--- src/rtl/cc_loader.sv ---
// Six-nibble frame loader: collects operand nibbles plus opt/equ into a held frame for the compute stage.
// Optional idle-timeout abort with a frame_err pulse is compiled in when CC_LOADER_TIMEOUT_EN is defined.
module cc_loader #(
  parameter int TIMEOUT_CYC = 16
) (
  input  logic       clk,
  input  logic       rst,
  input  logic       in_valid,
  input  logic [3:0] in_data,
  input  logic [2:0] in_opt,
  input  logic       in_equ,
  output logic       in_ready,
  input  logic       out_ready,
  output logic       out_valid,
  output logic [3:0] out_n0,
  output logic [3:0] out_n1,
  output logic [3:0] out_n2,
  output logic [3:0] out_n3,
  output logic [3:0] out_n4,
  output logic [3:0] out_n5,
  output logic [2:0] out_opt,
  output logic       out_equ,
  output logic       frame_err
);

  typedef enum logic [1:0] {ST_IDLE, ST_LOAD, ST_HOLD} state_t;

  state_t     r_state;
  state_t     w_next;
  logic [3:0] r_slot [6];
  logic [2:0] r_count;
  logic [2:0] r_opt;
  logic       r_equ;
  logic       w_accept;
  logic       w_timeout;

  assign in_ready  = (r_state != ST_HOLD);
  assign out_valid = (r_state == ST_HOLD);
  assign w_accept  = in_valid && in_ready;

`ifdef CC_LOADER_TIMEOUT_EN
  logic [4:0] r_idle_cnt;
  logic       r_frame_err;

  // Abort when this idle cycle would bring the counter to TIMEOUT_CYC; an accept always wins.
  assign w_timeout = (r_state == ST_LOAD) && !w_accept
                     && (r_idle_cnt == 5'(TIMEOUT_CYC - 1));
  assign frame_err = r_frame_err;

  always_ff @(posedge clk) begin
    if (rst) begin
      r_idle_cnt  <= '0;
      r_frame_err <= 1'b0;
    end else begin
      r_frame_err <= w_timeout;
      if (r_state != ST_LOAD || w_accept || w_timeout) r_idle_cnt <= '0;
      else                                             r_idle_cnt <= r_idle_cnt + 5'd1;
    end
  end
`else
  assign w_timeout = 1'b0;
  // frame_err is constant 0 here; the term only keeps TIMEOUT_CYC referenced.
  assign frame_err = 1'b0 & (TIMEOUT_CYC == 0);
`endif

  always_ff @(posedge clk) begin
    if (rst) r_state <= ST_IDLE;
    else     r_state <= w_next;
  end

  // NOTE: w_next gets its default before the case so no path leaves it unassigned (no latch).
  always_comb begin
    w_next = r_state;
    case (r_state)
      ST_IDLE: if (w_accept) w_next = ST_LOAD;
      ST_LOAD: begin
        if (w_timeout)                      w_next = ST_IDLE;
        else if (w_accept && r_count == 3'd5) w_next = ST_HOLD;
      end
      ST_HOLD: if (out_ready) w_next = ST_IDLE;
      default: w_next = ST_IDLE;
    endcase
  end

  // NOTE: the slot array is reset explicitly because the outputs must read 0 after reset.
  always_ff @(posedge clk) begin
    if (rst) begin
      for (int i = 0; i < 6; i++) r_slot[i] <= '0;
      r_count <= '0;
      r_opt   <= '0;
      r_equ   <= 1'b0;
    end else begin
      case (r_state)
        ST_IDLE: if (w_accept) begin
          r_slot[0] <= in_data;
          r_opt     <= in_opt;
          r_equ     <= in_equ;
          r_count   <= 3'd1;
        end
        ST_LOAD: begin
          if (w_accept) begin
            r_slot[r_count] <= in_data;
            r_count         <= (r_count == 3'd5) ? 3'd0 : r_count + 3'd1;
          end else if (w_timeout) begin
            r_count <= '0;
          end
        end
        default: ;
      endcase
    end
  end

  assign out_n0  = r_slot[0];
  assign out_n1  = r_slot[1];
  assign out_n2  = r_slot[2];
  assign out_n3  = r_slot[3];
  assign out_n4  = r_slot[4];
  assign out_n5  = r_slot[5];
  assign out_opt = r_opt;
  assign out_equ = r_equ;

endmodule

--- config.mk ---
export PLATFORM = sky130hd
export DESIGN_NAME = cc_loader
export DESIGN_NICKNAME = d
export VERILOG_FILES = /design/src/rtl/cc_loader.sv
export SDC_FILE = /design/constraint.sdc
export NUM_CORES = 1
export LEC_CHECK = 0
export ABC_AREA = 1
export BUFFER_PORTS_ARGS = -buffer_cell sky130_fd_sc_hd__buf_2
export CAP_MARGIN = 20
export CORE_MARGIN = 2
export CORE_UTILIZATION = 53
export DETAILED_ROUTE_END_ITERATION = 16
export MAX_ROUTING_LAYER = met4
export PLACE_DENSITY = 0.82
export RECOVER_POWER = 25
export SLEW_MARGIN = 30
export SYNTH_ARGS = -nofsm -noshare
export SYNTH_HDL_FRONTEND = slang
export SYNTH_SLANG_ARGS = --single-unit
--- constraint.sdc ---
create_clock -name clk -period 2.64 [get_ports clk]
set_input_delay 0.528 -clock clk [delete_from_list [all_inputs] [get_ports clk]]
set_output_delay 0.528 -clock clk [all_outputs]
set_load 0.02 [all_outputs]
Word-level counts from Yosys, hierarchy flattened
Memory sizes are Yosys's and may differ from the RTL's.
Cells that the tools add are included.
{"block": "totals", "regBits": 9, "in_bits": 12, "mem_bits_rw": 24, "output_inout_bits": 31, "n_memories": 1, "word_cells": 44}
{"block": "op_classes", "eq_ne": 8, "add_sub_neg": 1, "bitwise": 1, "n_reduce_logical": 8, "n_mux": 21}
{"name": "r_slot", "depth": 6, "width": 4, "rd": 6, "rd_clocked_by_memory_dff": 0, "write_ports": 6, "line_no": "30", "text": "logic [3:0] r_slot [6];"}
{"cell": "two-way mux 3 bit", "n": 4}
{"cell": "two-way mux 1 bit", "n": 10}
{"cell": "!= test 2 bit (second input constant)", "n": 5}
{"cell": "two-way mux 4 bit", "n": 2}
{"cell": "two-way mux 2 bit", "n": 3}
{"cell": "case mux 2 bit (3 select lines)", "n": 1}
{"cell": "case mux 3 bit (2 select lines)", "n": 1}
{"cell": "AND reduction 3 bit", "n": 2}
{"cell": "OR reduction 4 bit", "n": 1}
{"cell": "adder 3 x 1 -> 3 bit (second input constant)", "n": 1}
{"cell": "equality test 3 bit (second input constant)", "n": 1}
{"cell": "equality test 2 x 1 -> 1 bit (second input constant)", "n": 1}
{"cell": "equality test 2 bit (second input constant)", "n": 1}
{"cell": "logical AND 1 bit", "n": 2}
{"cell": "zero test 2 bit", "n": 1}
{"cell": "AND reduction 2 bit", "n": 1}
{"cell": "nonzero test 2 bit", "n": 1}
{"cell": "bitwise OR 1 bit", "n": 1}

Longest topological paths before layout
Gate-level depths: netlist (run 1).
{"block": "logic_depth", "word_depth": 8, "ltp_mapped": 7, "mapped_depth_nobuf": 7}

Worst setup path after synthesis (run 1)
Ideal clock, no wire load.
{"block": "synth_path", "path_type": "input port to flip-flop", "startpoint": "input port rst", "endpoint": "memory r_slot[0][0] (enable)", "slack_ns": 1.126, "cell_stages": 5, "path_buffers": 0, "t_arrival_ns": 1.206, "setup_ns": 0.308, "required_time_ns": 2.332, "cell_sequence": "inv_2 nand3_2 nand2_1 nand3_2 nand2_1"}
{"element": "from (decl)", "line_no": "7", "text": "input logic rst,"}
{"element": "to (decl)", "line_no": "30"}

==> impl_metrics.yaml, run 1 <==
critical_path:
  cp-end-kind: "flip-flop"
  ff2ff_setup_slack_ps: 890
  crit_type: "in2reg"
  arrival_ps: 1970
  worstReg2RegStart: "r_state[1]"
  timing.rr.end: "r_slot[1][1]"
  rr_worst_depth: 7
  critPathLaunchType: "primary input"
  critPathMaxFanout: 18
  worstPathRequired_ps: 2670
sta:
  hold_viol_final: 0
  fin_tns_setup_ps: 0
  worst_pin_slew_ps: 566.3
  slew_headroom_pct: 62.21
  setup_viol: 0
  drv_slew: 0
  fin_crit_sh_pct: 73.21
  rsz0062_at_grt: "false"
  finClkSkew_ps: 8.799
  max_freq_ghz: 0.5174
  min_period_ps: 1933
floorplanning:
  chipHeight_um: 55.49
  pin_count: 43
  die_w_um: 55.49
  rows: 18
  coreArea_um2: 2500
  initial_utilization_pct: 56.21
  die_area_um2: 3079
flow_run:
  drv_cap: 0
worst_hold_path:
  hold_path_class: "in2reg"
  min-delay-start: "rst"
  min_to: "r_count[2]"
  hold_depth: 2
placed_design:
  place_inst: 209
  place_congestion: 0.8837
  dp.final_hpwl_mm: 2.047
  portBuffers: 41
clock_tree:
  worstSkewPairLatency_ps: 330
  cts_made_buffers: 5
  cts_resized: 0
  clk_pin_slew_worst_paths_ps: 100
  htreeDepth: 2
  holdBufCountCts: 0
  cts_tree: "yes"
  cts_buffer_depth: 2
  clockRootBuffer: "clkbuf_4"
  cts_sinks: 33
  cts_setup_buffers: 0
routing:
  initialDrtViolationCount: 39
  vias: 1085
  drc: 0
  wire_per_inst_um: 12.23
  route.antenna.remaining_nets: 0
  vias_per_cell: 5.000
  drt-total-wl_mm: 2.653
  first_pass_iters: 5
logic_synthesis:
  ys_ff_latch: 33
  netlist_instances: 140
  synth_top_area_share_pct: 51.29
  ys_top_cells_by_area: "edfxtp_1 51%, dfxtp_1 13%, nand2_1 7.5%"
  mappedNetlistNets: 152
  postSynthAreaPerCell_um2: 10.04
  yosys_warnings: 0
  syn_area_um2: 1405
  yosys.area.top_type: "edfxtp_1"
  synth-seq-area-share_pct: 64.11
  synth_cell_types: 21
power:
  irDropWorstVdd_mv: 0.5309
  leakage_uw: 0.0007600
  power_density_nw_per_um2: 628.0
global_route:
  grt_pass1_wl_mm: 4.271
  grt_usage_pct: 18.90
  antenna_found_initial: 0
  grt_pass1_vias: 1024
  grt_max_degree: 19
  gr-total-overflow: 0
layout:
  layout_common_cells: "29 x nand2_1, 29 x buf_2, 26 x nor2_1"
  utilization_pct: 66.52
  stdcell_count: 217
  areaGrowthSynthToFinish_pct: 18.34
  final_net_count: 198
  drive_above_1_share_pct: 22.99
  n_antenna_cell: 0
status:
  outcome: "completed"
==> flip-flops by register name, indices dropped and copies added (netlist names) <==
signal   flops
r_slot      24
out_opt      3
out_equ      1
r_count      3
r_state      2
==> per-layer routing <==
metal  share of wire (%)  vias to the layer above  routed length [µm]  track usage (%)
met2                  50                       49                1334            32.48
met4                 2.4                        0                  64            9.408
met1                  39                      482                1024            18.60
li1                    -                      546                   -                -
met3                 8.6                        8                 229            7.026
met5                   0                        -                   0                -
==> area by class of cell <==
class | count | area (µm²)
flip-flops and latches | 33 | 900.9
inverters | 21 | 78.83
well taps | 30 | 37.54
multi-input cells | 84 | 396.6
fillers | 217 | 837.1
repair buffers | 41 | 190.2
clock buffers | 8 | 58.81
==> worst max path at each step <==
stage,start,end,slack (ps),depth (start not counted)
after floorplan,rst,r_slot[0][0],1130,5
after global placement,rst,r_slot[0][0],780,6
after detailed placement,rst,r_slot[4][1],740,7
after CTS,r_state[1],in_ready,960,4
after global routing,rst,r_slot[4][2],580,7
final,rst,r_slot[4][2],710,7
==> worst max-delay path, stage by stage <==
cell and delay (ps):
clkbuf_1 90, inv_1 430, nand3_1 320, nand2_1 250, nand2_1 100, nand3_2 110
nand2_1 140
==> logic make-up after synthesis <==
family	after synthesis	synth area share (%)
buffers and inverters	23	6.411
flip-flops	33	64.11
AO/OA/AOI/OAI	11	4.363
AND/OR/NAND/NOR	72	24.85
other	1	0.2669
==> synth_stat cells <==
cell and number:
nand3_2 6, dfxtp_1 9, inv_2 4, o211ai_1 2
nor2_1 24, conb_1 1, nand3_1 8, and3_1 1
nand4_1 1, nor2_2 1, a31oi_1 1, a21oi_1 2
inv_1 17, edfxtp_1 24, nand3_4 1, nand2_2 1
nand2_1 28, o21ai_0 6, buf_4 1, nor2_4 1
clkbuf_1 1
==> per-stage QoR <==
stage	hold slack (ps)	instance area [µm²]	total power (µW)	setup slack, ps
2_1_floorplan	465.3	1405	726.8	1126
3_3_place_gp	470.5	1637	773.5	778.5
3_5_place_dp	488.1	1637	780.2	735.7
4_1_cts	368.2	1695	1059	958.7
5_1_grt	393.8	1663	1093	578.2
6_report	401.4	1663	1044	707.3
==> power breakdown <==
part | switching (µW) | internal [µW] | total, µW
Combinational | 114 | 41.4 | 155
Clock | 153 | 131 | 284
Sequential | 14.9 | 590 | 605
Total | 282 | 763 | 1040
No activity file was read; power rests on OpenSTA's default activity.
==> run 2, diff against run 1 <==
Settings changed: ABC_AREA 1 to 0, CORE_UTILIZATION 53 to 44, PLACE_DENSITY 0.82 to 0.73.
Clock period 2.64 ns to 1.67 ns, I/O delays scaled along.
==> impl_metrics.yaml, run 2 <==
clock_tree:
  cts_made_buffers: 5
  cts_resized: 0
  holdBufCountCts: 0
  worstSkewPairLatency_ps: 330
  cts_setup_buffers: 0
  clk_pin_slew_worst_paths_ps: 110
  htreeDepth: 2
  clockRootBuffer: "clkbuf_4"
  cts_buffer_depth: 2
  cts_sinks: 33
  cts_tree: "yes"
critical_path:
  cp-startpoint: "r_state[0]"
  worstReg2RegStart: "r_count[2]"
  arrival_ps: 1240
  crit_end: "out_valid"
  timing.rr.end: "r_slot[2][2]"
  cp-end-kind: "output port"
  worstPathRequired_ps: 1340
  crit_type: "reg2out"
  critPathLaunchType: "flip-flop"
  rr_worst_depth: 3
  critPathMaxFanout: 10
  ff2ff_setup_slack_ps: 120
layout:
  n_antenna_cell: 0
  layout_common_cells: "24 x edfxtp_1, 21 x clkbuf_1, 21 x buf_2"
  regMostFlops: "r_slot"
  drive_above_1_share_pct: 24.85
  final_common_cell: "edfxtp_1"
  final_net_count: 180
  areaGrowthSynthToFinish_pct: 23.37
  largest_reg_flops: 24
  utilization_pct: 55.67
  fin_area_um2: 1658
floorplanning:
  die_w_um: 59.27
  chipHeight_um: 59.27
  rows: 20
  die_area_um2: 3512
  pin_count: 43
  coreArea_um2: 2978
  initial_utilization_pct: 45.13
routing:
  drc: 0
  initialDrtViolationCount: 15
  vias: 1019
  route.antenna.remaining_nets: 0
  first_pass_iters: 4
  drt-total-wl_mm: 2.549
  wire_per_inst_um: 12.62
  vias_per_cell: 5.045
worst_hold_path:
  hold_path_class: "in2reg"
logic_synthesis:
  yosys_warnings: 0
  synth-seq-area-share_pct: 67.04
  synth_cell_types: 28
  ys_top_cells_by_area: "edfxtp_1 54%, dfxtp_1 13%, nor2_1 4.5%"
  mappedNetlistNets: 129
  postSynthAreaPerCell_um2: 11.49
  synth_top_flop_cell: "edfxtp_1"
  ys_ff_latch: 33
  synthTopCellsByCount: "24 x edfxtp_1, 16 x nor2_1, 13 x nand2_1"
  synth_top_area_share_pct: 53.63
  syn_area_um2: 1344
  async_flop_share_pct: 0
  yosysMostFrequentCell: "edfxtp_1"
  yosys.area.top_type: "edfxtp_1"
  synth_edf_count: 24
  netlist_instances: 117
sta:
  hold_viol_final: 0
  fin_crit_sh_pct: 94.31
  rsz0062_at_grt: "false"
  setup_viol: 0
  finClkSkew_ps: 9.641
  max_freq_ghz: 0.6349
  min_period_ps: 1575
  drv_slew: 0
  worst_slack_ps: 95.02
  fin_tns_setup_ps: 0
global_route:
  grt_pass1_vias: 946
  grt_usage_pct: 16.38
  antenna_found_initial: 0
  grt_max_degree: 18
  grt_pass1_wl_mm: 4.022
  gr-total-overflow: 0
placed_design:
  dp.final_hpwl_mm: 1.901
  place_congestion: 0.8031
  place_area_um2: 1630
  portBuffers: 41
  dp_slack_ps: 31.58
power:
  irDropWorstVdd_mv: 0.5668
  power_density_nw_per_um2: 922.6
  leakage_uw: 0.0006872
status:
  outcome: "completed"
flow_run:
  drv_cap: 0
-- run 2: cell count changes in the layout (fill, tap and decap cells not counted), moves of 3 or more --
| cell | change |
|---|---|
| nand2_1 | -16 |
| inv_1 | -13 |
| nor2_1 | -10 |
| buf_4 | +9 |
| and2_1 | +8 |
| buf_2 | -8 |
| nand3_1 | -8 |
| clkbuf_1 | +7 |
| nand3_2 | -5 |
| a21oi_1 | +4 |
| nand2b_1 | +3 |
| nor3b_1 | +3 |
-- run 2: worst min-delay path by stage --
stage | startpoint | end | slack, ps | cells after the start
6_report | out_ready | r_state[1] | 180 | 2
3_3_place_gp | out_opt[0] | out_opt[0] | 460 | 2
5_1_grt | out_ready | r_state[1] | 190 | 2
2_1_floorplan | out_ready | r_state[1] | 440 | 1
4_1_cts | out_ready | r_state[1] | 180 | 2
3_5_place_dp | out_opt[0] | out_opt[0] | 470 | 2
-- run 2: kinds of logic (layout without fill, tap and decap cells) --
group | Yosys count | after routing | share of synthesized area (%)
simple gates | 54 | 54 | 21.04
buf+inv | 11 | 63 | 3.445
compound gates | 17 | 17 | 7.449
flops | 33 | 33 | 67.04
mux | 1 | 1 | 0.7449
other cells | 1 | 1 | 0.2791
-- run 2: area by class of cell --
| cell class | count | area, µm² |
|---|---|---|
| multi-input combinational | 73 | 396.6 |
| clock buffer | 6 | 41.29 |
| inverter | 5 | 18.77 |
| sequential | 33 | 902.1 |
| timing repair buffer | 50 | 247.7 |
| fill | 273 | 1320 |
| clock inverter | 2 | 10.01 |
| tap | 33 | 41.29 |
-- run 2: power breakdown --
part	switching (µW)	leakage (µW)	internal (µW)	total [µW]
Sequential	15.7	0.000324	916	932
Clock	267	0.0000320	160	427
Combinational	115	0.000331	55.6	170
Total	397	0.000687	1130	1530
-- run 2: per-layer routing --
metal | wire (µm) | GRT usage (%) | share of wire [%]
met4 | 25 | 6.818 | 0.98
met3 | 165 | 3.930 | 6.5
met1 | 1103 | 17.37 | 43
met2 | 1255 | 28.89 | 49
met5 | 0 | - | 0
-- run 2: worst max-delay path, cell delays in order, from the launching register on --
cell and delay (ps):
dfxtp_2 340, buf_4 160, nand2b_1 180, inv_1 70
buf_2 150
-- run 2: metrics by stage --
step	hold WS (ps)	power [µW]	std cells
2_1_floorplan	437.5	1058	117
3_3_place_gp	461.6	1123	194
3_5_place_dp	472.0	1128	194
4_1_cts	175.7	1543	202
5_1_grt	194.4	1582	202
6_report	183.1	1530	202
==> run 3, diff against run 2 <==
Settings changed: CELL_PAD_IN_SITES_DETAIL_PLACEMENT from default to 1, CELL_PAD_IN_SITES_GLOBAL_PLACEMENT from default to 2, CORE_UTILIZATION 44 to 28, PLACE_DENSITY 0.73 to 0.74.
Clock period 1.67 ns to 1.4 ns, I/O delays scaled along.
==> impl_metrics.yaml, run 3 (synthesized netlist as in run 2, its figures left out) <==
status:
  outcome: "finished with violations"
  violations: "setup timing"
global_route:
  antenna_found_initial: 0
  grt_pass1_wl_mm: 5.347
  grt_max_degree: 18
  gr-total-overflow: 0
  grt_pass1_vias: 1110
  grt_usage_pct: 13.99
layout:
  largest_reg_flops: 24
  regMostFlops: "r_slot"
  final_common_cell: "buf_2"
  stdcell_count: 232
  layout_common_cells: "29 x buf_2, 24 x edfxtp_1, 18 x buf_4"
  n_antenna_cell: 0
  fill_cells: 536
  final_net_count: 189
  drive_above_1_share_pct: 39.89
  areaGrowthSynthToFinish_pct: 37.90
critical_path:
  cpMaxStageDelayCell: "or4b_4"
  cp-startpoint: "r_state[1]"
  cp-end-kind: "flip-flop"
  critPathLaunchType: "flip-flop"
  worstReg2RegStart: "r_state[1]"
  critPathMaxFanout: 4
  crit_chain: "or4b_4, nor3_4, or2_4"
  arrival_ps: 1490
  crit_type: "reg2reg"
  worstPathRequired_ps: 1410
  crit_path_max_incr_delay_ps: 560
sta:
  worst_slack_ps: -82.58
  drv_slew: 0
  rsz0062_at_grt: "true"
  setup_viol: 23
  hold_viol_final: 0
  finClkSkew_ps: 7.420
  fin_tns_setup_ps: -975.2
  min_period_ps: 1483
  fin_crit_sh_pct: 105.9
  max_freq_ghz: 0.6745
routing:
  drc: 0
  wl_met1_mm: 1.445
  wl_met2_mm: 1.651
  initialDrtViolationCount: 37
  first_pass_iters: 4
  vias: 1043
  wire_per_inst_um: 14.70
  dr.max_layer_used: "met4"
  route.antenna.remaining_nets: 0
  drt-total-wl_mm: 3.411
  vias_per_cell: 4.496
  routed-wl-met3_um: 252
flow_run:
  drv_cap: 0
floorplanning:
  pin_count: 43
  rows: 25
  chipHeight_um: 73.28
  coreArea_um2: 4661
  die_w_um: 73.28
  die_area_um2: 5369
  initial_utilization_pct: 28.83
clock_tree:
  cts_sinks: 33
  clockRootBuffer: "clkbuf_8"
  clk_pin_slew_worst_paths_ps: 70
  cts_tree: "yes"
  htreeDepth: 2
  cts_buffer_depth: 2
  cts_made_buffers: 5
  worstSkewPairLatency_ps: 290
placed_design:
  place_congestion: 0.7738
  portBuffers: 41
  place_inst: 223
  dp.final_hpwl_mm: 2.555
power:
  power_density_nw_per_um2: 1118
  irDropWorstVdd_mv: 0.4499
  leakage_uw: 0.0007928
worst_hold_path:
  hold_path_class: "in2reg"
  min-delay-start: "out_ready"
==> run 3: final cells by class <==
class	instances	area (µm²)	share of cell area (%)
clock buffers	5	68.82	3.714
clock inverters	3	17.52	0.9453
inverters	5	18.77	1.013
multi-input cells	73	431.7	23.30
flip-flops and latches	33	908.4	49.02
well taps	54	67.56	3.646
repair buffers	59	340.3	18.37
==> run 3: critical path, delay by kind of cell (launching register included) <==
| kind | cells | cell delay, ps |
|---|---|---|
| flip-flops | 1 | 330 |
| AND/OR/NAND/NOR | 3 | 880 |
==> run 3: worst paths after layout <==
path,slack (ps),to,cells after the start
hold reg to reg,490,out_opt[1],2
hold / removal,160,r_state[1],2
setup / recovery,-80,r_slot[2][1],3
setup reg to reg,-80,r_slot[2][1],3
==> run 3: metrics by stage <==
| step | cell area (µm²) | setup slack [ps] | hold WS, ps | power (µW) | utilization [%] |
|---|---|---|---|---|---|
| floorplan | 1373 | -162.1 | 383.5 | 1268 | - |
| global placement | 1737 | -136.2 | 463.4 | 1367 | 37.26 |
| detailed placement | 1737 | -140.2 | 470.4 | 1376 | 37.26 |
| CTS | 1846 | -88.79 | 160.1 | 2100 | 39.60 |
| global route | 1853 | -108.3 | 173.1 | 2154 | 39.76 |
| finish | 1853 | -82.58 | 158.8 | 2071 | 39.76 |
==> run 3: routing by layer <==
metal,GRT usage [%],vias to the layer above
met3,4.664,5
met2,23.62,42
met1,15.09,477
li1,-,519
met5,-,-
met4,5.556,0
==> run 3: power breakdown <==
group          internal (µW)  switching [µW]
clock                    343             371
sequential              1090            20.2
combinational           93.5             150
total                   1530             541
==> run 3: repair_timing <==
item | in CTS | in global routing
hold buffers | 0 | 0
setup endpoints to repair | 28 | 42
gates resized for setup | 7 | 7
pin swaps | 3 | 1
buffers inserted | 0 | 1
